===== config.mk =====
export PLATFORM = sky130hd
export DESIGN_NAME = pc_gen
export DESIGN_NICKNAME = d
export VERILOG_FILES = /design/src/rtl/pc_gen.sv
export SDC_FILE = /design/constraint.sdc
export NUM_CORES = 1
export LEC_CHECK = 0
export CAP_MARGIN = 25
export CORE_MARGIN = 3
export CORE_UTILIZATION = 49
export CTS_BUF_LIST = sky130_fd_sc_hd__clkbuf_8
export DETAILED_ROUTE_END_ITERATION = 8
export HOLD_SLACK_MARGIN = 0.1
export PLACE_DENSITY_LB_ADDON = 0.05
export REMOVE_ABC_BUFFERS = 1
export SLEW_MARGIN = 20
export SYNTH_ARGS = -nofsm -noshare
export SYNTH_HDL_FRONTEND = slang
export SYNTH_SLANG_ARGS = --single-unit
export TNS_END_PERCENT = 20

===== constraint.sdc =====
create_clock -name clk -period 4.9 [get_ports clk]
set_clock_uncertainty 0.05 [all_clocks]
set_input_delay 1.47 -clock clk [delete_from_list [all_inputs] [get_ports clk]]
set_output_delay 1.47 -clock clk [all_outputs]
set_load 0.05 [all_outputs]

===== src/rtl/pc_gen.sv =====
// pc_gen: prefetch-stage next-PC generator.
// Owns the fetch PC, issues icache requests and feeds the fetch PC to the BPU.
// The delay slot of a predicted-taken branch is always fetched before the
// redirect to the predicted target. If that delay-slot fetch is stalled, the
// target is parked in held_target and the FSM waits in DS.
// Optional feature macro: PCGEN_ADEL_CHECK_EN.
//   Defined   : fetch_adel / fetch_badvaddr ports exist. A misaligned PC blocks
//               requests until the next pipeline flush.
//   Undefined : neither port exists, and inst_addr[1:0] is forced to 2'b00.
module pc_gen #(
  parameter int                 ADDR_W   = 32,
  parameter logic [ADDR_W-1:0]  RESET_PC = 32'hBFC0_0000
) (
  input  logic              clk,
  input  logic              reset,
  input  logic              pipeline_flush,
  input  logic [ADDR_W-1:0] flush_target,
  input  logic              bpu_idle,
  input  logic [ADDR_W-1:0] correction_target,
  input  logic              pred_valid,
  input  logic              pred_br_op,
  input  logic              pred_br_taken,
  input  logic [ADDR_W-1:0] pred_target,
  input  logic              fifo_full,
  output logic              inst_req,
  output logic [ADDR_W-1:0] inst_addr,
  input  logic              inst_addr_ok,
  output logic              inst_is_ds,
  output logic              fetch_to_bpu_valid,
`ifdef PCGEN_ADEL_CHECK_EN
  output logic              fetch_adel,
  output logic [ADDR_W-1:0] fetch_badvaddr,
`endif
  output logic [ADDR_W-1:0] fetch_to_bpu_pc
);

  typedef enum logic {
    SEQ = 1'b0,
    DS  = 1'b1
  } state_t;

  state_t            state;
  state_t            state_next;
  logic [ADDR_W-1:0] pc;
  logic [ADDR_W-1:0] pc_next;
  logic [ADDR_W-1:0] held_target;
  logic [ADDR_W-1:0] held_next;
  logic              last_acc;
  logic              last_acc_next;
  logic              last_ds;
  logic              last_ds_next;
  logic              accept;
  logic              usable;
  logic              req_block;

`ifdef PCGEN_ADEL_CHECK_EN
  logic              adel;
  logic [ADDR_W-1:0] bad_addr;
  logic              misaligned;

  // Misalignment is flagged as soon as the PC goes bad, then latched until a flush
  always_comb begin
    misaligned     = (pc[1:0] != 2'b00);
    fetch_adel     = adel || misaligned;
    fetch_badvaddr = adel ? bad_addr : pc;
    req_block      = fetch_adel;
  end

  // Sticky address-error record, cleared only by a pipeline flush
  always_ff @(posedge clk) begin
    if (reset) begin
      adel     <= 1'b0;
      bad_addr <= {ADDR_W{1'b0}};
    end else if (pipeline_flush) begin
      adel     <= 1'b0;
      bad_addr <= {ADDR_W{1'b0}};
    end else if (misaligned && !adel) begin
      adel     <= 1'b1;
      bad_addr <= pc;
    end else begin
      adel     <= adel;
      bad_addr <= bad_addr;
    end
  end
`else
  // Without the address-error check, nothing blocks a request
  always_comb begin
    req_block = 1'b0;
  end
`endif

  // Request, handshake and delay-slot qualification
  always_comb begin
    inst_req = !fifo_full && !reset && !req_block;
`ifdef PCGEN_ADEL_CHECK_EN
    inst_addr = pc;
`else
    inst_addr = {pc[ADDR_W-1:2], 2'b00};
`endif
    accept             = inst_req && inst_addr_ok;
    fetch_to_bpu_valid = accept;
    fetch_to_bpu_pc    = inst_addr;
    // A prediction is only trusted for the fetch accepted just before, when
    // that fetch was not itself a delay slot and no target is already pending.
    usable = pred_valid && pred_br_op && pred_br_taken &&
             last_acc && !last_ds && (state == SEQ);
    inst_is_ds = !reset && ((state == DS) || usable);
  end

  // Next-PC selection: flush > correction > usable prediction > pending target > sequential
  always_comb begin
    pc_next       = pc;
    state_next    = state;
    held_next     = held_target;
    last_acc_next = accept;
    last_ds_next  = accept && inst_is_ds;
    if (pipeline_flush) begin
      pc_next       = flush_target;
      state_next    = SEQ;
      last_acc_next = 1'b0;
      last_ds_next  = 1'b0;
    end else if (!bpu_idle) begin
      pc_next       = correction_target;
      state_next    = SEQ;
      last_acc_next = 1'b0;
      last_ds_next  = 1'b0;
    end else if (usable) begin
      if (accept) begin
        pc_next = pred_target;
      end else begin
        held_next  = pred_target;
        state_next = DS;
      end
    end else if ((state == DS) && accept) begin
      pc_next    = held_target;
      state_next = SEQ;
    end else if (accept) begin
      pc_next = pc + ADDR_W'(4);
    end else begin
      pc_next = pc;
    end
  end

  // State, PC and fetch-history registers
  always_ff @(posedge clk) begin
    if (reset) begin
      pc          <= RESET_PC;
      state       <= SEQ;
      held_target <= {ADDR_W{1'b0}};
      last_acc    <= 1'b0;
      last_ds     <= 1'b0;
    end else begin
      pc          <= pc_next;
      state       <= state_next;
      held_target <= held_next;
      last_acc    <= last_acc_next;
      last_ds     <= last_ds_next;
    end
  end

endmodule


[Word-level counts from Yosys, hierarchy flattened]
Cells that the tools add are included.
Operators by class
  add/sub/neg operators: 1
  eq/ne operators: 3
  muxes and demuxes: 9
  bitwise gates (word level): 4
  reductions and logical operators: 19
Operators with widths (number)
  32-bit 2-to-1 mux: 6
  32-bit by 3-bit adder with 32-bit output, second input constant: 1
  1-bit logical AND: 10
  4-bit by 2-bit inequality test with 1-bit output, second input constant: 1
  4-bit inequality test, second input constant: 1
  1-bit inverter: 4
  2-bit AND reduction: 2
  4-bit AND reduction: 1
  1-bit logical NOT: 3
  1-bit 2-to-1 mux: 3
  3-bit OR reduction: 1
  2-bit inequality test, second input constant: 1
  2-bit nonzero test: 1
  1-bit logical OR: 1
Word-level totals
  register bits after elaboration: 67
  output and inout port bits: 67
  logic and storage cells: 41

[Longest topological paths before layout]
  depth in word-level cells: 8
  mapped depth: 8
  depth with buffers taken out: 7

[Least setup slack after synthesis]
No wires, ideal clock.
  path kind: input port to output port
  from: input port reset
  to: output port inst_is_ds
  data arrival time: 2.687 ns
  required time: 3.380 ns
  slack: 0.693 ns
  stages: 4
  path through: buf_2 > clkbuf_1 > buf_1 > nor2_1
Between the ends
  word-level cells in the longest chain between the ends: 2
Ends and longest elaborated chain
  start, declared: RTL line 15  | input logic reset,
  1-bit logical NOT: RTL line 107  | inst_is_ds = !reset && ((state == DS) || usable);
  1-bit logical AND: RTL line 107
  end, declared: RTL line 28  | output logic inst_is_ds,
No other way between the ends.

[Final worst setup path]
  from: input port fifo_full
  to: output port inst_req
Between the ends
  word-level cells in the longest chain between the ends: 2
Ends and longest elaborated chain
  start, declared: RTL line 24  | input logic fifo_full,
  1-bit logical NOT: RTL line 94  | inst_req = !fifo_full && !reset && !req_block;
  1-bit logical AND: RTL line 94
  end, declared: RTL line 25  | output logic inst_req,
No other way between the ends.

==> impl_metrics.ini <==
[outcome]
status = completed

[yosys]
synth_top_area_frac = 0.298
yosys.area_share.simple = 0.247
synth_top_area_cell = dfxtp_1
synthXorXnorAreaFrac = 0.0352
synth_top_family_by_area = compound AO/OA/AOI/OAI gates
synth_compound_area_frac = 0.287
ys_warn_count = 0
yosys.area_share.adder = 0.00296
ys_ff_latch = 63
synth_area_per_cell_um2 = 7.51
post_synth_num_cell_types = 75
ys_seq_area_frac = 0.298
synth_area_um2 = 4230
postSynthCellCount = 563
synth_edf_count = 0
synth.area.top_cells = dfxtp_1, nand2_1, a21oi_1
async_flop_share = 0
muxShareOfSynthArea = 0.00473
synth_flop_cell = dfxtp_1

[finish]
fin_nets = 780
fin_cells = 784
syn2layout_area_growth_pct = 37.4
drive_above_1_share = 0.0692
antenna_cells = 0
fin_util = 0.700

[clock_network]
cts_sinks = 63
ctsHoldBuffers = 0
clk_path_buf_depth = 2
cts_setup_buffers = 0
numCtsBuffers = 9
cts_tree = built
root_buffer = clkbuf_8
path_clk_slew_ns = 0.07
h-tree-depth = 3
insertion_delay_ns = 0.35
post_cts_resize_count = 0

[place]
routabilityCongestion = 0.899
dpl_worst_slack_ns = 0.496
place_hpwl_mm = 10.7
place_inst = 768
io_buffers = 161

[global_routing]
grt_usage = 0.306
grt_max_degree = 55
grt_pass1_vias = 4851
grt.overflow.total = 0
grt_first_pass_wirelength_mm = 24.2
grt_antenna_before_repair = 0

[detailed_routing]
wirelength_mm = 15.3
drc_errors = 0
drt_iter0_markers = 424
vias = 4938
dr.pass1.iters = 8
wl_per_cell_um = 19.5
drtAntennaViolNets = 0
vias_per_cell = 6.30

[floorplanning]
initial_core_util = 0.510
die_width_um = 98.9
fp.dieH_um = 98.9
coreArea_um2 = 8300
io_pins = 172
die-area_um2 = 9780
rows = 33

[worst_hold_path]
hold_start = held_target[15]$_SDFFE_PP0P_
hp-class = reg2reg

[setup_path]
cp_data_required_time_ns = 3.38
critPathKind = in2out
cp.arrival_ns = 2.87
crit_start = fifo_full
crit-reg2reg-launch = state$_SDFFE_PP0P_
crit_chain = clkdlybuf4s50_1, nor2_1, clkdlybuf4s50_1
critPathMaxStageDelay_ns = 0.80
critPathSlowestCell = clkdlybuf4s50_1
critPathMostFrequentCell = clkdlybuf4s50_1
worstSetupEndpointType = output port
crit_path_start_kind = primary input
cp_max_fo = 5

[timing]
timing_hold_violations_final = 0
fmax_mhz = 228
post-route-min-period_ns = 4.39
slew-limit-headroom = 0.409
worst_slack_ns = 0.507
tns_ns = 0
finalSetupViolations = 0
tightest_slew_ns = 0.884
finalCritPeriodShare = 0.897
rsz0062_at_grt = false
maxSlewViolCount = 0

[power_and_ir_drop]
power_leakage_uw = 0.00207
p_per_area_nw_per_um2 = 255
p_total_uw = 1480
vdd_drop_max_uv = 160

[run]
cap_viol_max_count = 0
-- cells by family after synthesis --
| logic type | count (synthesis) |
|---|---|
| compound gates | 183 |
| other cells | 1 |
| fa+ha+maj | 1 |
| buf+inv | 87 |
| flops | 63 |
| simple gates | 209 |
| mux | 2 |
| xor+xnor | 17 |
-- stage by stage --
step	hold WS [ns]	cell area, µm²
after floorplan	0.375	3760
after global placement	0.388	5610
after detailed placement	0.399	5620
after CTS	0.410	5810
after global routing	0.421	5810
final	0.409	5810
-- worst paths after layout --
kind	to	slack, ns	cells after the start
worst min-delay path	held_target[15]$_SDFFE_PP0P_	0.41	2
worst min register to register	held_target[15]$_SDFFE_PP0P_	0.41	2
worst max-delay path	inst_req	0.51	3
worst max register to register	pc[8]$_SDFFE_PP0P_	2.33	6
-- per-layer routing --
layer  global-route usage  up-vias  part of all wire
met5                    0        -                 0
met1                0.387     2295              0.38
met2                0.514      344              0.48
met3               0.0729       33              0.12
li1                     -     2266                 -
met4               0.0935        0             0.020
-- cell type report --
cell class	count	area, µm²
fill	704	2490
multi-input combinational	416	2470
timing repair buffer	173	1720
sequential	63	1260
clock buffer	10	138
tap	105	131
clock inverter	6	52.6
inverter	11	41.3
-- synth_stat cells (6+ instances only) --
master	count
nand2_1	96
dfxtp_1	63
a21oi_1	58
buf_4	38
nor2_1	30
o21ai_0	25
nor3_1	18
o22ai_1	18
clkbuf_1	16
buf_2	14
a221oi_1	11
nand3_1	11
nand4_1	11
a211o_1	10
inv_1	10
xnor2_1	9
xor2_1	8
a211oi_1	7
nand2b_1	6
nor4_1	6
o21ai_1	6
-- sequential cells by signal (all words and copies together), names as in the netlist --
signal	cells
held_target	30
last_acc	1
last_ds	1
pc	30
state	1
-- report_power, final --
part	total [µW]	leakage, µW	switching (µW)	internal [µW]
combinational	450	0.00144	261	189
clock	456	0.000108	213	243
sequential	574	0.000515	41.9	532
total	1480	0.00207	516	963
-- worst max-delay path, delay by kind of cell --
| kind | cells | cell delay, ns |
|---|---|---|
| buf+inv | 2 | 1.27 |
| simple gates | 1 | 0.13 |
-- cell usage in the layout (no fill, tap or decap), drive strengths merged, types with 11 or more instances in the layout --
master,n
o22ai,18
nand3,11
nand4,12
nor3,19
buf,15
clkdlybuf4s50,158
a21oi,58
a221oi,11
nand2,97
nor2,32
dfxtp,63
inv,13
o21ai,31
No activity file was read; power rests on OpenSTA's default activity.
